File: config.mk
export PLATFORM = sky130hd
export DESIGN_NAME = mult_norm_seq
export DESIGN_NICKNAME = d
export VERILOG_FILES = /design/src/rtl/round_defs_pkg.sv /design/src/rtl/fp_classify.sv /design/src/rtl/mult_norm_seq.sv
export SDC_FILE = /design/constraint.sdc
export NUM_CORES = 1
export LEC_CHECK = 0
export CAP_MARGIN = 40
export CORE_ASPECT_RATIO = 1.25
export CORE_MARGIN = 8
export CORE_UTILIZATION = 25
export CTS_CLUSTER_SIZE = 10
export DETAILED_ROUTE_END_ITERATION = 16
export DONT_BUFFER_PORTS = 1
export PLACE_DENSITY = 0.45
export SLEW_MARGIN = 10
export SYNTH_ARGS = -nofsm -noshare
export SYNTH_HDL_FRONTEND = slang
export SYNTH_SLANG_ARGS = --single-unit
File: constraint.sdc
create_clock -name clk -period 8.15 [get_ports clk]
set_clock_uncertainty 0.2 [all_clocks]
set_input_delay 0.4075 -clock clk [delete_from_list [all_inputs] [get_ports clk]]
set_output_delay 0.4075 -clock clk [all_outputs]
set_load 0.02 [all_outputs]
File: src/rtl/round_defs_pkg.sv
// Shared definitions for the multiplier front end: rounding-mode codes,
// controller states and binary32 exponent constants.
package round_defs;

    localparam logic [2:0] IEEE_NEAR = 3'd0;
    localparam logic [2:0] IEEE_ZERO = 3'd1;
    localparam logic [2:0] IEEE_PINF = 3'd2;
    localparam logic [2:0] IEEE_NINF = 3'd3;
    localparam logic [2:0] NEAR_UP   = 3'd4;
    localparam logic [2:0] AWAY_ZERO = 3'd5;

    localparam int BIAS    = 127;
    localparam int EXP_MAX = 255;

    typedef enum logic [1:0] {
        IDLE = 2'd0,
        MUL  = 2'd1,
        NORM = 2'd2,
        DONE = 2'd3
    } state_t;

endpackage

File: src/rtl/fp_classify.sv
// Classifies one binary32 operand; denormals are reported as zero.
module fp_classify (
    input  logic [31:0] op_i,
    output logic        is_zero_o,
    output logic        is_inf_o,
    output logic        is_nan_o,
    output logic        hidden_o
);

    logic [7:0]  exp_w;
    logic [22:0] frac_w;

    assign exp_w     = op_i[30:23];
    assign frac_w    = op_i[22:0];
    assign hidden_o  = (exp_w != 8'd0);
    assign is_zero_o = (exp_w == 8'd0);
    assign is_inf_o  = (exp_w == 8'hFF) && (frac_w == 23'd0);
    assign is_nan_o  = (exp_w == 8'hFF) && (frac_w != 23'd0);

endmodule

File: src/rtl/mult_norm_seq.sv
// Sequential binary32 multiplier front end: shift-add mantissa product,
// one-step normalization, and guard/sticky extraction for the rounder.
module mult_norm_seq
    import round_defs::*;
#(
    parameter int MANT_W = 24,
    parameter int EXP_W  = 10
) (
    input  logic                    clk,
    input  logic                    rst,
    input  logic                    in_valid,
    output logic                    in_ready,
    input  logic [31:0]             a,
    input  logic [31:0]             b,
    input  logic [2:0]              round_in,
    output logic                    out_valid,
    input  logic                    out_ready,
    output logic                    z_sign,
    output logic signed [EXP_W-1:0] z_exp,
    output logic [MANT_W:0]         mant_out,
    output logic                    guard,
    output logic                    sticky,
    output logic [2:0]              round_out,
    output logic                    is_zero,
    output logic                    is_inf,
    output logic                    is_nan
);

    localparam int CNT_W = $clog2(MANT_W);
    localparam int P_W   = 2 * MANT_W;
    localparam logic [CNT_W-1:0] LAST_CNT = CNT_W'(MANT_W - 1);

    state_t              state_q;
    logic [7:0]          ea_q, eb_q;
    logic [MANT_W-1:0]   ma_q, mb_q;
    logic [CNT_W-1:0]    cnt_q;
    logic [P_W-1:0]      p_q, p_d;
    logic                out_valid_q, sign_q, guard_q, sticky_q;
    logic                zero_q, inf_q, nan_q;
    logic [EXP_W-1:0]    z_exp_q, exp_d;
    logic [MANT_W-1:0]   mant_q;
    logic [2:0]          round_q;

    logic [31:0] ops_w [2];
    logic [1:0]  op_zero_w, op_inf_w, op_nan_w, op_hid_w;
    logic        nan_w, inf_w, zero_w;

    assign ops_w[0] = a;
    assign ops_w[1] = b;

    generate
        for (genvar gi = 0; gi < 2; gi++) begin : g_cls
            fp_classify u_cls (
                .op_i      (ops_w[gi]),
                .is_zero_o (op_zero_w[gi]),
                .is_inf_o  (op_inf_w[gi]),
                .is_nan_o  (op_nan_w[gi]),
                .hidden_o  (op_hid_w[gi])
            );
        end
    endgenerate

    // inf x zero has no meaningful magnitude and is folded into NaN.
    assign nan_w  = (|op_nan_w) || (op_inf_w[0] && op_zero_w[1]) || (op_zero_w[0] && op_inf_w[1]);
    assign inf_w  = !nan_w && (|op_inf_w);
    assign zero_w = !nan_w && !inf_w && (|op_zero_w);

    always_comb begin
        p_d = p_q;
        if (mb_q[cnt_q]) begin
            p_d = p_q + ({{MANT_W{1'b0}}, ma_q} << cnt_q);
        end
        exp_d = {{(EXP_W-8){1'b0}}, ea_q} + {{(EXP_W-8){1'b0}}, eb_q}
              - (p_q[P_W-1] ? EXP_W'(BIAS - 1) : EXP_W'(BIAS));
    end

    always_ff @(posedge clk) begin
        if (rst) begin
            state_q     <= IDLE;
            ea_q        <= '0;
            eb_q        <= '0;
            ma_q        <= '0;
            mb_q        <= '0;
            cnt_q       <= '0;
            p_q         <= '0;
            out_valid_q <= 1'b0;
            sign_q      <= 1'b0;
            z_exp_q     <= '0;
            mant_q      <= '0;
            guard_q     <= 1'b0;
            sticky_q    <= 1'b0;
            round_q     <= '0;
            zero_q      <= 1'b0;
            inf_q       <= 1'b0;
            nan_q       <= 1'b0;
        end else begin
            case (state_q)
                IDLE: begin
                    if (in_valid) begin
                        ea_q     <= a[30:23];
                        eb_q     <= b[30:23];
                        ma_q     <= {op_hid_w[0], a[22:0]};
                        mb_q     <= {op_hid_w[1], b[22:0]};
                        cnt_q    <= '0;
                        p_q      <= '0;
                        round_q  <= round_in;
                        sign_q   <= nan_w ? 1'b0 : (a[31] ^ b[31]);
                        nan_q    <= nan_w;
                        inf_q    <= inf_w;
                        zero_q   <= zero_w;
                        mant_q   <= '0;
                        guard_q  <= 1'b0;
                        sticky_q <= 1'b0;
                        if (nan_w || inf_w || zero_w) begin
                            z_exp_q     <= (nan_w || inf_w) ? EXP_W'(EXP_MAX) : '0;
                            out_valid_q <= 1'b1;
                            state_q     <= DONE;
                        end else begin
                            z_exp_q <= '0;
                            state_q <= MUL;
                        end
                    end
                end
                MUL: begin
                    p_q   <= p_d;
                    cnt_q <= cnt_q + 1'b1;
                    if (cnt_q == LAST_CNT) begin
                        state_q <= NORM;
                    end
                end
                NORM: begin
                    // Product of two [1,2) significands lies in [1,4): at most one shift.
                    if (p_q[P_W-1]) begin
                        mant_q   <= p_q[P_W-1 -: MANT_W];
                        guard_q  <= p_q[MANT_W-1];
                        sticky_q <= |p_q[MANT_W-2:0];
                    end else begin
                        mant_q   <= p_q[P_W-2 -: MANT_W];
                        guard_q  <= p_q[MANT_W-2];
                        sticky_q <= |p_q[MANT_W-3:0];
                    end
                    z_exp_q     <= exp_d;
                    out_valid_q <= 1'b1;
                    state_q     <= DONE;
                end
                DONE: begin
                    if (out_ready) begin
                        out_valid_q <= 1'b0;
                        state_q     <= IDLE;
                    end
                end
                default: state_q <= IDLE;
            endcase
        end
    end

    assign in_ready  = (state_q == IDLE);
    assign out_valid = out_valid_q;
    assign z_sign    = sign_q;
    assign z_exp     = z_exp_q;
    assign mant_out  = {1'b0, mant_q};
    assign guard     = guard_q;
    assign sticky    = sticky_q;
    assign round_out = round_q;
    assign is_zero   = zero_q;
    assign is_inf    = inf_q;
    assign is_nan    = nan_q;

endmodule

==> results of run 1 <==
[repair_timing]
action / CTS / global route
setup endpoints to repair: 0 / 0
hold endpoints to repair: 139 / 0
hold buffers: 67 / 0
[placed cells by master, fill, tap and decap left out, drive strengths merged, types with 5 or more instances in the layout]
master,Yosys,routed
mux2i,65,65
a21oi,172,172
a22oi,29,29
nor3,17,17
a211oi,12,12
o21bai,12,12
nor2,172,172
dfxtp,163,163
clkbuf,64,17
or3,6,6
and3,5,5
o211ai,5,5
or4,5,5
dlygate4sd3,0,66
mux2,16,16
mux4,12,12
xnor2,28,28
clkinv,1,6
nor4,16,16
xor2,22,22
and2,13,13
nor2b,7,7
a21o,26,26
nand3,12,12
inv,34,41
nand4,18,18
buf,20,15
nand2b,6,6
o22ai,14,14
o21ai,77,77
a31oi,13,13
nand2,223,223
ha,68,68
[critical path, delay by kind of cell, from the launching register on]
kind / cells / cell delay, ns
DFF: 1 / 0.93
AOI/OAI and AO/OA: 10 / 2.37
muxes: 2 / 0.61
and+or+nand+nor: 2 / 0.41
adders and majority gates: 1 / 0.41
[flip-flops by register name (all words and copies together), names as in the netlist]
name	cells
out_valid	1
mant_q	24
is_inf	1
round_out	3
z_exp	10
p_q	48
sticky	1
ea_q	8
z_sign	1
cnt_q	5
ma_q	24
eb_q	8
is_zero	1
state_q	2
is_nan	1
mb_q	24
guard	1
[metrics by stage]
| stage | utilization (%) | total power [mW] | area (µm²) | cells | setup slack [ns] |
|---|---|---|---|---|---|
| 2_1_floorplan | - | 1.81 | 10900 | 1405 | 3.82 |
| 3_3_place_gp | 26.3 | 2.10 | 11300 | 1896 | 2.97 |
| 3_5_place_dp | 26.6 | 2.16 | 11400 | 1900 | 3.09 |
| 4_1_cts | 29.5 | 3.05 | 12700 | 1999 | 3.07 |
| 5_1_grt | 29.5 | 3.21 | 12700 | 1999 | 2.68 |
| 6_report | 29.5 | 3.01 | 12700 | 1999 | 3.08 |
[where the power goes]
| group | internal [mW] | switching (mW) |
|---|---|---|
| registers | 0.898 | 0.120 |
| clock network | 0.436 | 0.395 |
| logic | 0.420 | 0.736 |
[final cells by class]
type                            count  area share, %
Multi-Input combinational cell   1123           56.2
Inverter                           35           1.03
Clock buffer                       17           3.35
Tap cell                          565           5.57
Sequential cell                   163           25.7
Timing Repair Buffer               81           6.82
Clock inverter                     15           1.32
[kinds of logic (layout without fill, tap and decap cells)]
| kind of cell | count (synthesis) | after routing | share of synthesized area, % |
|---|---|---|---|
| xor+xnor | 50 | 50 | 4.03 |
| mux | 93 | 93 | 10.3 |
| other cells | 1 | 1 | 0.0345 |
| simple gates | 511 | 511 | 20.3 |
| fa+ha+maj | 70 | 70 | 8.20 |
| compound gates | 398 | 398 | 22.6 |
| flops | 163 | 163 | 30.0 |
| buf+inv | 119 | 148 | 4.46 |
[how the worst max path moves through the flow]
stage / from / endpoint / slack [ns] / cells after the start
final: cnt_q[1]$_SDFFE_PP0P_ / p_q[43]$_SDFFE_PP0P_ / 3.08 / 15
after global routing: cnt_q[1]$_SDFFE_PP0P_ / p_q[43]$_SDFFE_PP0P_ / 2.68 / 15
after CTS: cnt_q[1]$_SDFFE_PP0P_ / p_q[43]$_SDFFE_PP0P_ / 3.07 / 15
after detailed placement: cnt_q[1]$_SDFFE_PP0P_ / p_q[43]$_SDFFE_PP0P_ / 3.09 / 15
after global placement: cnt_q[0]$_SDFFE_PP0P_ / p_q[43]$_SDFFE_PP0P_ / 2.97 / 15
after floorplan: cnt_q[0]$_SDFFE_PP0P_ / p_q[41]$_SDFFE_PP0P_ / 3.82 / 18
[routing by layer]
metal	track usage, %	part of all wire, %	vias up
li1	-	-	5032
met1	16.8	44	4733
met2	23.6	49	202
met3	2.89	4.2	56
met4	5.33	2.9	0
met5	0	0	-
==> qor.txt, run 1 <==
Max Cap Viol = 0
Slowest-stage cell, CP = dfxtp_2
Slew Limit Fails = 0
Area leader, netlist = dfxtp_1
Global-route wire length before repair = 56100 µm
Sink Count = 163
Ys async rst share = 0%
R2r endpoint = p_q[43]$_SDFFE_PP0P_
Peak supply drop = 0.000136 V
Leak = 4.78 nW
DRC = 0
Crit path arrival time = 5.22 ns
Final nets = 1562
Initial core utilization = 25.3%
Die W = 202 µm
Number of global-route vias before repair = 9923
Syn_nets = 1546
Main synth FF type = dfxtp_1
Cell with the most instances after synthesis = nand2_1
DRT Wirelength = 36000 µm
Final setup viols = 0
Starting DRT DRC Count = 584
Post-CTS Resized = 0
Synth Area per Inst = 7.73 µm²
Largest net degree at the start of global routing = 141
Post-synth top cells = nand2_1, a21oi_1, nor2_1, dfxtp_1, ha_1
Initial antenna violation count = 0
WHS Path Cells = 4
YS warnings = 0
Wirelength per Cell = 18.0 µm
Crit path required time = 8.29 ns
Top cells by area, synth = dfxtp_1, a21oi_1, ha_1
CTS tree = done
Antenna Violating Nets Remaining = 0
Synth top area share = 30.0%
Seq. cell area = 0.00327 mm²
Hold_ws = 0.0763 ns
Clock transition at path regs = 0.07 ns
Post-synthesis cell area = 0.0109 mm²
Postcts setup bufs = 0
Post-DP HPWL = 26500 µm
Via-per-instance ratio = 5.01
Relative slew slack = 38.9%
Diodes inserted = 0
TritonRoute pass-1 iters = 5
Yosys reg bits = 163
Setup_tns = 0 ns
Worst hold start = a[31]
Count of cell types in the netlist = 75
GPL Wtd Cong = 0.875
Post-synthesis cell count = 1405
Seq/Total Area, Yosys = 30.0%
Clock Latency Late Sink = 0.46 ns
Port bufs = 0
Clk buf depth = 2
Status = completed
R2R Path Start = cnt_q[1]$_SDFFE_PP0P_
CP Max Fanout = 41
Chip Height = 249 µm
CP max stage delay = 0.93 ns
Overflow after GRT = 0
Core ar. = 0.0430 mm²
Worst-Margin Slew = 0.917 ns
FF-to-FF setup slack = 3.08 ns
DIE AREA = 0.0504 mm²
Num CTS Buffers = 17
Startpoint types = flip-flop
Peak Freq = 0.197 GHz
R2R depth = 15
CP cell instances = mux2_2 -> o21ai_0 -> mux2i_1 -> o21ai_0 -> o22ai_1 -> ha_1 -> a21o_1 -> a21oi_1 -> nor2b_1 -> a2111oi_2 -> a21oi_2 -> o21ai_1 -> a21oi_1 -> or3_1 -> a32o_1
Area growth from synthesis to layout = 16.8%
Crit Path Category = flip-flop to flip-flop
Area of the multi-input gates = 0.00713 mm²
Via count = 10.0k
CTS root buffer = clkbuf_16
Worst hold path class = input port to flip-flop
Filler cells = 4693
Layout cells sized above 1 = 6.49%
FP Rows = 85
Final period utilization = 62.3%
PwrDens = 237 mW/mm²
Final Hold Viols = 0
Hold Path End = z_sign$_SDFFE_PP0P_
H-tree depth = 4
RSZ-0062 raised after global routing = no
Final min period = 5.07 ns
GRT Util Overall = 13.9%
Post-synth EDFFs = 0
# IOs = 117
Kind of end point of the critical path = flip-flop
Note: power is estimated with default switching activity, not from simulation.
==> run 2, diff against run 1 <==
--- a/config.mk
+++ b/config.mk
@@ -5,6 +5,7 @@
 export SDC_FILE = /design/constraint.sdc
 export NUM_CORES = 1
 export LEC_CHECK = 0
+export ABC_AREA = 1
 export CAP_MARGIN = 40
 export CORE_ASPECT_RATIO = 1.25
 export CORE_MARGIN = 8
@@ -12,7 +13,7 @@
 export CTS_CLUSTER_SIZE = 10
 export DETAILED_ROUTE_END_ITERATION = 16
 export DONT_BUFFER_PORTS = 1
-export PLACE_DENSITY = 0.45
+export PLACE_DENSITY = 0.47
 export SLEW_MARGIN = 10
 export SYNTH_ARGS = -nofsm -noshare
 export SYNTH_HDL_FRONTEND = slang
==> constraint.sdc (replaced) <==
create_clock -name clk -period 4.4 [get_ports clk]
set_clock_uncertainty 0.2 [all_clocks]
set_input_delay 0.22 -clock clk [delete_from_list [all_inputs] [get_ports clk]]
set_output_delay 0.22 -clock clk [all_outputs]
set_load 0.02 [all_outputs]
==> run 2 against run 1 <==
  * Die area is 15% higher
  * Highest routed layer unchanged
  * Count of clock-buffer cells in the layout is 4 higher
  * Routed wire length is 32% higher
  * Critical path depth is 6 higher
  * Core utilization is 0.60 points lower
  * Largest cell class unchanged
==> qor.txt, run 2 <==
Status = completed
RSZ-0062 raised after global routing = no
Yosys reg bits = 163 (unchanged)
Slowest-stage cell, CP = dfxtp_1
Most common cell after layout, fill and taps aside = nand2_1
Chip Height = 267 µm (+7.2%)
Commonest non-fill, non-tap cells in the layout = nand2_1, inv_1, nor2_1
Worst-Margin Slew = 0.795 ns (-0.122 ns)
Syn_nets = 2325 (+50%)
Seq/Total Area, Yosys = 25.9% (-4.1 points)
Via count = 13.4k (+33%)
Overflow after GRT = 0 (unchanged)
Post-synth top cells = nand2_1, inv_1, nor2_1, dfxtp_1, a21oi_1
Num CTS Buffers = 17 (unchanged)
DRC = 0 (unchanged)
Clk buf depth = 2 (unchanged)
TritonRoute pass-1 iters = 5 (unchanged)
# IOs = 117 (unchanged)
Startpoint types = flip-flop
Port bufs = 0 (unchanged)
DIE AREA = 0.0578 mm² (+15%)
Post-synth EDFFs = 0 (unchanged)
Ys async rst share = 0% (unchanged)
Peak Freq = 0.240 GHz (+22%)
Relative slew slack = 47.0% (+8.1 points)
Die W = 217 µm (+7.0%)
YS warnings = 0 (unchanged)
Crit Path Category = flip-flop to flip-flop
Crit path required time = 4.53 ns (-3.76 ns)
Kind of end point of the critical path = flip-flop
Filler cells = 5719 (+22%)
CTS tree = done
Layout cells sized above 1 = 3.15% (-3.3 points)
CTS root buffer = clkbuf_16
Wirelength per Cell = 16.4 µm (-8.7%)
CP cell instances = inv_2 -> buf_4 -> nand2_1 -> and2_1 -> nand2_1 -> a31oi_1 -> nand2_1 -> o21ai_0 -> o21ai_0 -> ha_1 -> nand2_1 -> nor2_1 -> inv_1 -> nor2_2 -> nand3b_1 -> nand3_1 -> nand2_1 -> nand2_1 -> nand2_1 -> nand3_1 -> a21oi_1
Post-synthesis cell area = 0.0126 mm² (+16%)
Synth Area per Inst = 5.76 µm² (-25%)
Area leader, netlist = dfxtp_1
PwrDens = 411 mW/mm² (+73%)
Crit path arrival time = 4.29 ns (-0.93 ns)
Top cells by area, synth = dfxtp_1, nand2_1, inv_1
Antenna Violating Nets Remaining = 0 (unchanged)
Max Cap Viol = 0 (unchanged)
Via-per-instance ratio = 4.64 (-7.4%)
Clock Latency Late Sink = 0.45 ns (about the same)
Critical path's top delay family = simple AND/OR/NAND/NOR gates
Hold_ws = 0.0778 ns (+0.00153 ns)
Post-synthesis cell count = 2184 (+55%)
Most common cell on crit path = nand2_1
Diodes inserted = 0 (unchanged)
Sink Count = 163 (unchanged)
Max FFs per register = 48 (unchanged)
Starting DRT DRC Count = 741 (+27%)
GRT Util Overall = 16.2% (+2.4 points)
Initial antenna violation count = 0 (unchanged)
Biggest register = p_q
Cell with the most instances after synthesis = nand2_1
Final min period = 4.16 ns (-0.916 ns)
CP max stage delay = 0.48 ns (-0.45 ns)
Clock transition at path regs = 0.07 ns (about the same)
Worst hold path class = input port to flip-flop
Number of global-route vias before repair = 13.5k (+36%)
Main synth FF type = dfxtp_1
H-tree depth = 4 (unchanged)
Largest net degree at the start of global routing = 96 (-32%)
Synth top area share = 25.9% (-4.1 points)
CP bufs+invs = 3 (+3)
GPL Wtd Cong = 0.940 (+7.4%)
Final Hold Viols = 0 (unchanged)
Setup_tns = 0 ns (unchanged)
Final period utilization = 94.5% (+32 points)
Peak supply drop = 0.000250 V (+83%)
Area growth from synthesis to layout = 15.1%
Core ar. = 0.0501 mm² (+17%)
DRT Wirelength = 47300 µm (+32%)
FP Rows = 92 (+8.2%)
CP Max Fanout = 17 (-59%)
Leak = 6.90 nW (+44%)
Final setup viols = 0 (unchanged)
Final nets = 2351 (+51%)
Global-route wire length before repair = 73900 µm (+32%)
Post-DP HPWL = 37200 µm (+40%)
Slew Limit Fails = 0 (unchanged)
Initial core utilization = 25.1% (-0.15 points)
Count of cell types in the netlist = 36 (-52%)
[run 2: cell types whose count changed in the layout (fill, tap and decap cells not counted), moves of 27 or more]
| cell | before | now |
|---|---|---|
| xnor2_1 | 28 | 0 |
| inv_1 | 33 | 274 |
| o21ai_0 | 63 | 152 |
| nand2_1 | 221 | 757 |
| nand3_1 | 12 | 123 |
| mux2i_1 | 65 | 13 |
| nor2_1 | 171 | 250 |
| a22oi_1 | 29 | 2 |
[run 2: worst reg2reg max path: stages (launching register included)]
cell and delay, ns:
dfxtp_1 0.48, inv_2 0.20, buf_4 0.24, nand2_1 0.06, and2_1 0.13, nand2_1 0.08
a31oi_1 0.26, nand2_1 0.09, o21ai_0 0.16, o21ai_0 0.21, ha_1 0.47, nand2_1 0.14
nor2_1 0.26, inv_1 0.09, nor2_2 0.26, nand3b_1 0.12, nand3_1 0.20, nand2_1 0.12
nand2_1 0.07, nand2_1 0.05, nand3_1 0.08, a21oi_1 0.06
[run 2: metrics by stage]
| stage | setup slack (ns) | instances | cell area (µm²) | utilization (%) | total power [mW] |
|---|---|---|---|---|---|
| floorplan | 1.26 | 2184 | 12600 | - | 3.77 |
| global placement | 0.189 | 2777 | 13200 | 26.3 | 4.42 |
| detailed placement | 0.201 | 2777 | 13200 | 26.3 | 4.43 |
| CTS | 0.148 | 2881 | 14500 | 28.9 | 6.02 |
| global route | 0.00242 | 2881 | 14500 | 28.9 | 6.43 |
| finish | 0.242 | 2881 | 14500 | 28.9 | 5.95 |
[run 2: area by class of cell]
| type | count | area, µm² | share of cell area [%] |
|---|---|---|---|
| Sequential cell | 163 | 3260 | 22.5 |
| Multi-Input combinational cell | 1652 | 7870 | 54.3 |
| Clock inverter | 11 | 90.1 | 0.621 |
| Timing Repair Buffer | 95 | 923 | 6.37 |
| Tap cell | 658 | 823 | 5.68 |
| Clock buffer | 21 | 470 | 3.25 |
| Inverter | 281 | 1050 | 7.28 |
[run 2: power breakdown]
part	internal [mW]	leakage, nW	switching [mW]
Combinational	0.773	5.29	1.71
Clock	0.782	0.278	0.711
Sequential	1.73	1.33	0.250
[run 2: kinds of logic (layout without fill, tap and decap cells)]
logic type	count (synthesis)	in the layout	share of synthesized area, %
buffers and inverters	369	408	11.7
AO/OA/AOI/OAI	343	343	14.1
multiplexers	13	13	1.03
AND/OR/NAND/NOR	1200	1200	38.3
other	1	1	0.0298
flip-flops	163	163	25.9
adder cells (fa/ha/maj)	70	70	7.08
XOR/XNOR	25	25	1.74
[run 2: worst paths after layout]
kind	startpoint	end	slack (ns)	cells past startpoint
hold reg to reg	mb_q[12]$_SDFFE_PP0P_	mb_q[12]$_SDFFE_PP0P_	0.26	2
setup reg to reg	cnt_q[0]$_SDFFE_PP0P_	p_q[36]$_SDFFE_PP0P_	0.24	21
hold / removal	in_valid	cnt_q[1]$_SDFFE_PP0P_	0.08	4
setup / recovery	cnt_q[0]$_SDFFE_PP0P_	p_q[36]$_SDFFE_PP0P_	0.24	21
[run 2: timing repair]
action | in CTS | in global routing
buffers inserted | 0 | 0
hold endpoints to repair | 157 | 0
setup endpoints to repair | 0 | 5
resized for setup | 0 | 3
hold buffers | 72 | 0
[run 2: per-layer routing]
layer  up-vias  wire length (µm)  track usage (%)
li1       6951                 -                -
met1      6070             19100             17.5
met2       291             24300             30.6
met3        58              2340             3.28
met4         0              1580             6.29
met5         -                 0                0
==> run 3, diff against run 2 <==
--- a/config.mk
+++ b/config.mk
@@ -10,6 +10,7 @@
 export CORE_ASPECT_RATIO = 1.25
 export CORE_MARGIN = 8
 export CORE_UTILIZATION = 25
+export CTS_CLUSTER_DIAMETER = 40
 export CTS_CLUSTER_SIZE = 10
 export DETAILED_ROUTE_END_ITERATION = 16
 export DONT_BUFFER_PORTS = 1
==> constraint.sdc (replaced) <==
create_clock -name clk -period 3.48 [get_ports clk]
set_clock_uncertainty 0.2 [all_clocks]
set_input_delay 0.174 -clock clk [delete_from_list [all_inputs] [get_ports clk]]
set_output_delay 0.174 -clock clk [all_outputs]
set_load 0.02 [all_outputs]
==> run 3 against run 2 <==
  * The run now ends with negative hold slack left
  * Count of clock-buffer cells in the layout down 2
  * Setup slack worse by 0.15 ns
  * Hold slack worse by 0.44 ns
  * Register-to-register slack worse by 0.15 ns
  * Final cell count up 9.4%
  * Maximum frequency up 23%
==> qor.txt, run 3 (synthesized netlist as in run 2, its figures left out) <==
Clk buf depth = 2 (unchanged)
R2R depth = 19 (-9.5%)
Sink Count = 163 (unchanged)
Layout cells sized above 1 = 26.5% (+23 points)
Overflow after GRT = 0 (unchanged)
Port bufs = 0 (unchanged)
# hold bufs at CTS = 122 (+69%)
Kind of end point of the critical path = flip-flop
CTS root buffer = clkbuf_16
Final setup viols = 0 (unchanged)
Failing checks = negative hold slack
Placed Cells = 2972 (+7.0%)
Number of global-route vias before repair = 14.7k (+9.4%)
Pre-CTS setup slack = -0.592 ns (-0.793 ns)
Switching share of power = 42.7% (-2.1 points)
Peak supply drop = 0.000458 V (+83%)
Wirelength per Cell = 16.1 µm (-2.0%)
Clock share of power = 22.4% (-2.7 points)
Largest net degree at the start of global routing = 82 (-15%)
Final core area utilization = 37.6% (+8.6 points)
Final Hold Viols = 45 (+45)
CP Max Fanout = 6 (-11)
Met1 usage = 18.2% (+0.71 points)
CP cell instances = clkbuf_16 -> mux2i_4 -> nand2_2 -> o21ai_4 -> mux2i_4 -> o21ai_2 -> buf_4 -> o21ai_4 -> ha_4 -> nand2_4 -> nor2_4 -> nand2_1 -> inv_2 -> nand2_2 -> nor2_2 -> nand2_2 -> nand4_1 -> nand3_1 -> a21oi_1
Peak Freq = 0.295 GHz (+23%)
GRT Util Overall = 17.1% (+0.81 points)
Met2 Track Usage GR = 31.5% (+0.90 points)
CP max stage delay = 0.47 ns (about the same)
Biggest register = p_q
DIE AREA = 0.0578 mm² (unchanged)
Startpoint types = flip-flop
Internal power = 5.32 mW (+62%)
Clock transition at path regs = 0.08 ns (about the same)
Via-per-instance ratio = 4.68 (+0.75%)
Area growth from synthesis to layout = 49.4%
Dpl cell area = 0.0147 mm² (+12%)
DRT Wirelength = 50700 µm (+7.3%)
Worst setup margin = 0.0943 ns (-0.147 ns)
Area of the multi-input gates = 0.00983 mm² (+25%)
Filler cells = 5323 (-6.9%)
Starting DRT DRC Count = 711 (-4.0%)
Num CTS Buffers = 17 (unchanged)
Hold_ws = -0.366 ns (-0.444 ns)
Slowest-stage cell, CP = dfxtp_4
Via count = 14.7k (+10%)
Crit path required time = 3.66 ns (-0.87 ns)
# IOs = 117 (unchanged)
Global-route wire length before repair = 78200 µm (+5.8%)
Most common cell after layout, fill and taps aside = nand2_1
Met3 Use GR = 3.33% (+0.057 points)
Crit path arrival time = 3.57 ns (-0.72 ns)
Worst-Margin Slew = 0.709 ns (-0.0862 ns)
PwrDens = 494 mW/mm² (+20%)
GPL Wtd Cong = 0.925 (-1.7%)
WHS Path Cells = 1 (-3)
Antenna Violating Nets Remaining = 0 (unchanged)
Initial antenna violation count = 0 (unchanged)
Die W = 217 µm (unchanged)
Relative slew slack = 52.4% (+5.4 points)
Net Sw Power = 3.97 mW (+49%)
Seq pwr share = 27.2% (-6.0 points)
Max FFs per register = 48 (unchanged)
Crit Path Category = flip-flop to flip-flop
Worst hold path class = input port to flip-flop
Final std cells w/o fill = 3153 (+9.4%)
Slew Limit Fails = 0 (unchanged)
TritonRoute pass-1 iters = 5 (unchanged)
Most common cell on crit path = nand2_2
Initial core utilization = 25.1% (unchanged)
Clock Latency Late Sink = 0.46 ns (about the same)
Seq. cell area = 0.00327 mm² (+0.15%)
CTS tree = done
Diodes inserted = 0 (unchanged)
Share of power burned in combinational logic = 50.3% (+8.6 points)
Chip Height = 267 µm (unchanged)
Final nets = 2623 (+12%)
Status = complete, but fails checks
Final min period = 3.39 ns (-0.773 ns)
Max Cap Viol = 0 (unchanged)
Post-DP HPWL = 38200 µm (+2.8%)
DRC = 0 (unchanged)
Global routing's busiest layer = met2
Leak = 8.77 nW (+27%)
Fin area = 0.0188 mm² (+30%)
FP Rows = 92 (unchanged)
H-tree depth = 4 (unchanged)
RSZ-0062 raised after global routing = yes
Final period utilization = 97.3% (+2.8 points)
Core ar. = 0.0501 mm² (unchanged)
Commonest non-fill, non-tap cells in the layout = nand2_1, inv_1, buf_4
run 3: per-stage QoR:
| step | power [mW] | TNS [ns] |
|---|---|---|
| 5_1_grt | 9.93 | -0.495 |
| 3_5_place_dp | 6.20 | -10.87 |
| 3_3_place_gp | 6.17 | -12.25 |
| 6_report | 9.29 | 0 |
| 2_1_floorplan | 4.77 | 0 |
| 4_1_cts | 8.57 | 0 |
run 3: critical path: cells and delay by family, from the launching register on:
kind | cells | cell delay [ns]
and+or+nand+nor | 9 | 0.92
AOI/OAI and AO/OA | 4 | 0.52
buffers and inverters | 3 | 0.48
DFF | 1 | 0.47
muxes | 2 | 0.37
adders and majority gates | 1 | 0.33
run 3: final timing paths:
path,from,endpoint,slack (ns)
worst min register to register,mb_q[18]$_SDFFE_PP0P_,mb_q[18]$_SDFFE_PP0P_,0.26
worst min-delay path,rst,p_q[47]$_SDFFE_PP0P_,-0.37
worst max-delay path,cnt_q[0]$_SDFFE_PP0P_,p_q[46]$_SDFFE_PP0P_,0.09
worst max register to register,cnt_q[0]$_SDFFE_PP0P_,p_q[46]$_SDFFE_PP0P_,0.09
run 3: area by class of cell:
class	count	share of cell area [%]
Clock buffer	19	2.41
Clock inverter	13	0.858
Inverter	281	5.67
Multi-Input combinational cell	1652	52.3
Sequential cell	163	17.4
Tap cell	658	4.38
Timing Repair Buffer	367	17.0
run 3: layer usage:
| metal | vias up | wire length, µm |
|---|---|---|
| met5 | - | 0 |
| met4 | 0 | 2340 |
| met3 | 87 | 2190 |
| met2 | 297 | 25800 |
| met1 | 6837 | 20400 |
| li1 | 7521 | - |
run 3: timing repair:
item	CTS	global route
hold endpoints to repair	159	45
setup buffers	3	22
gates resized for setup	93	456
setup endpoints to repair	39	37
gates cloned	0	3
pin swaps	8	115
run 3: power groups by stage:
stage / clock network (mW) / logic [mW] / registers [mW]
after floorplan: 0 / 2.32 / 2.45
after global routing: 2.19 / 5.16 / 2.58
after global placement: 0 / 3.64 / 2.54
after CTS: 2.13 / 3.93 / 2.50
final: 2.08 / 4.68 / 2.53
after detailed placement: 0 / 3.66 / 2.54
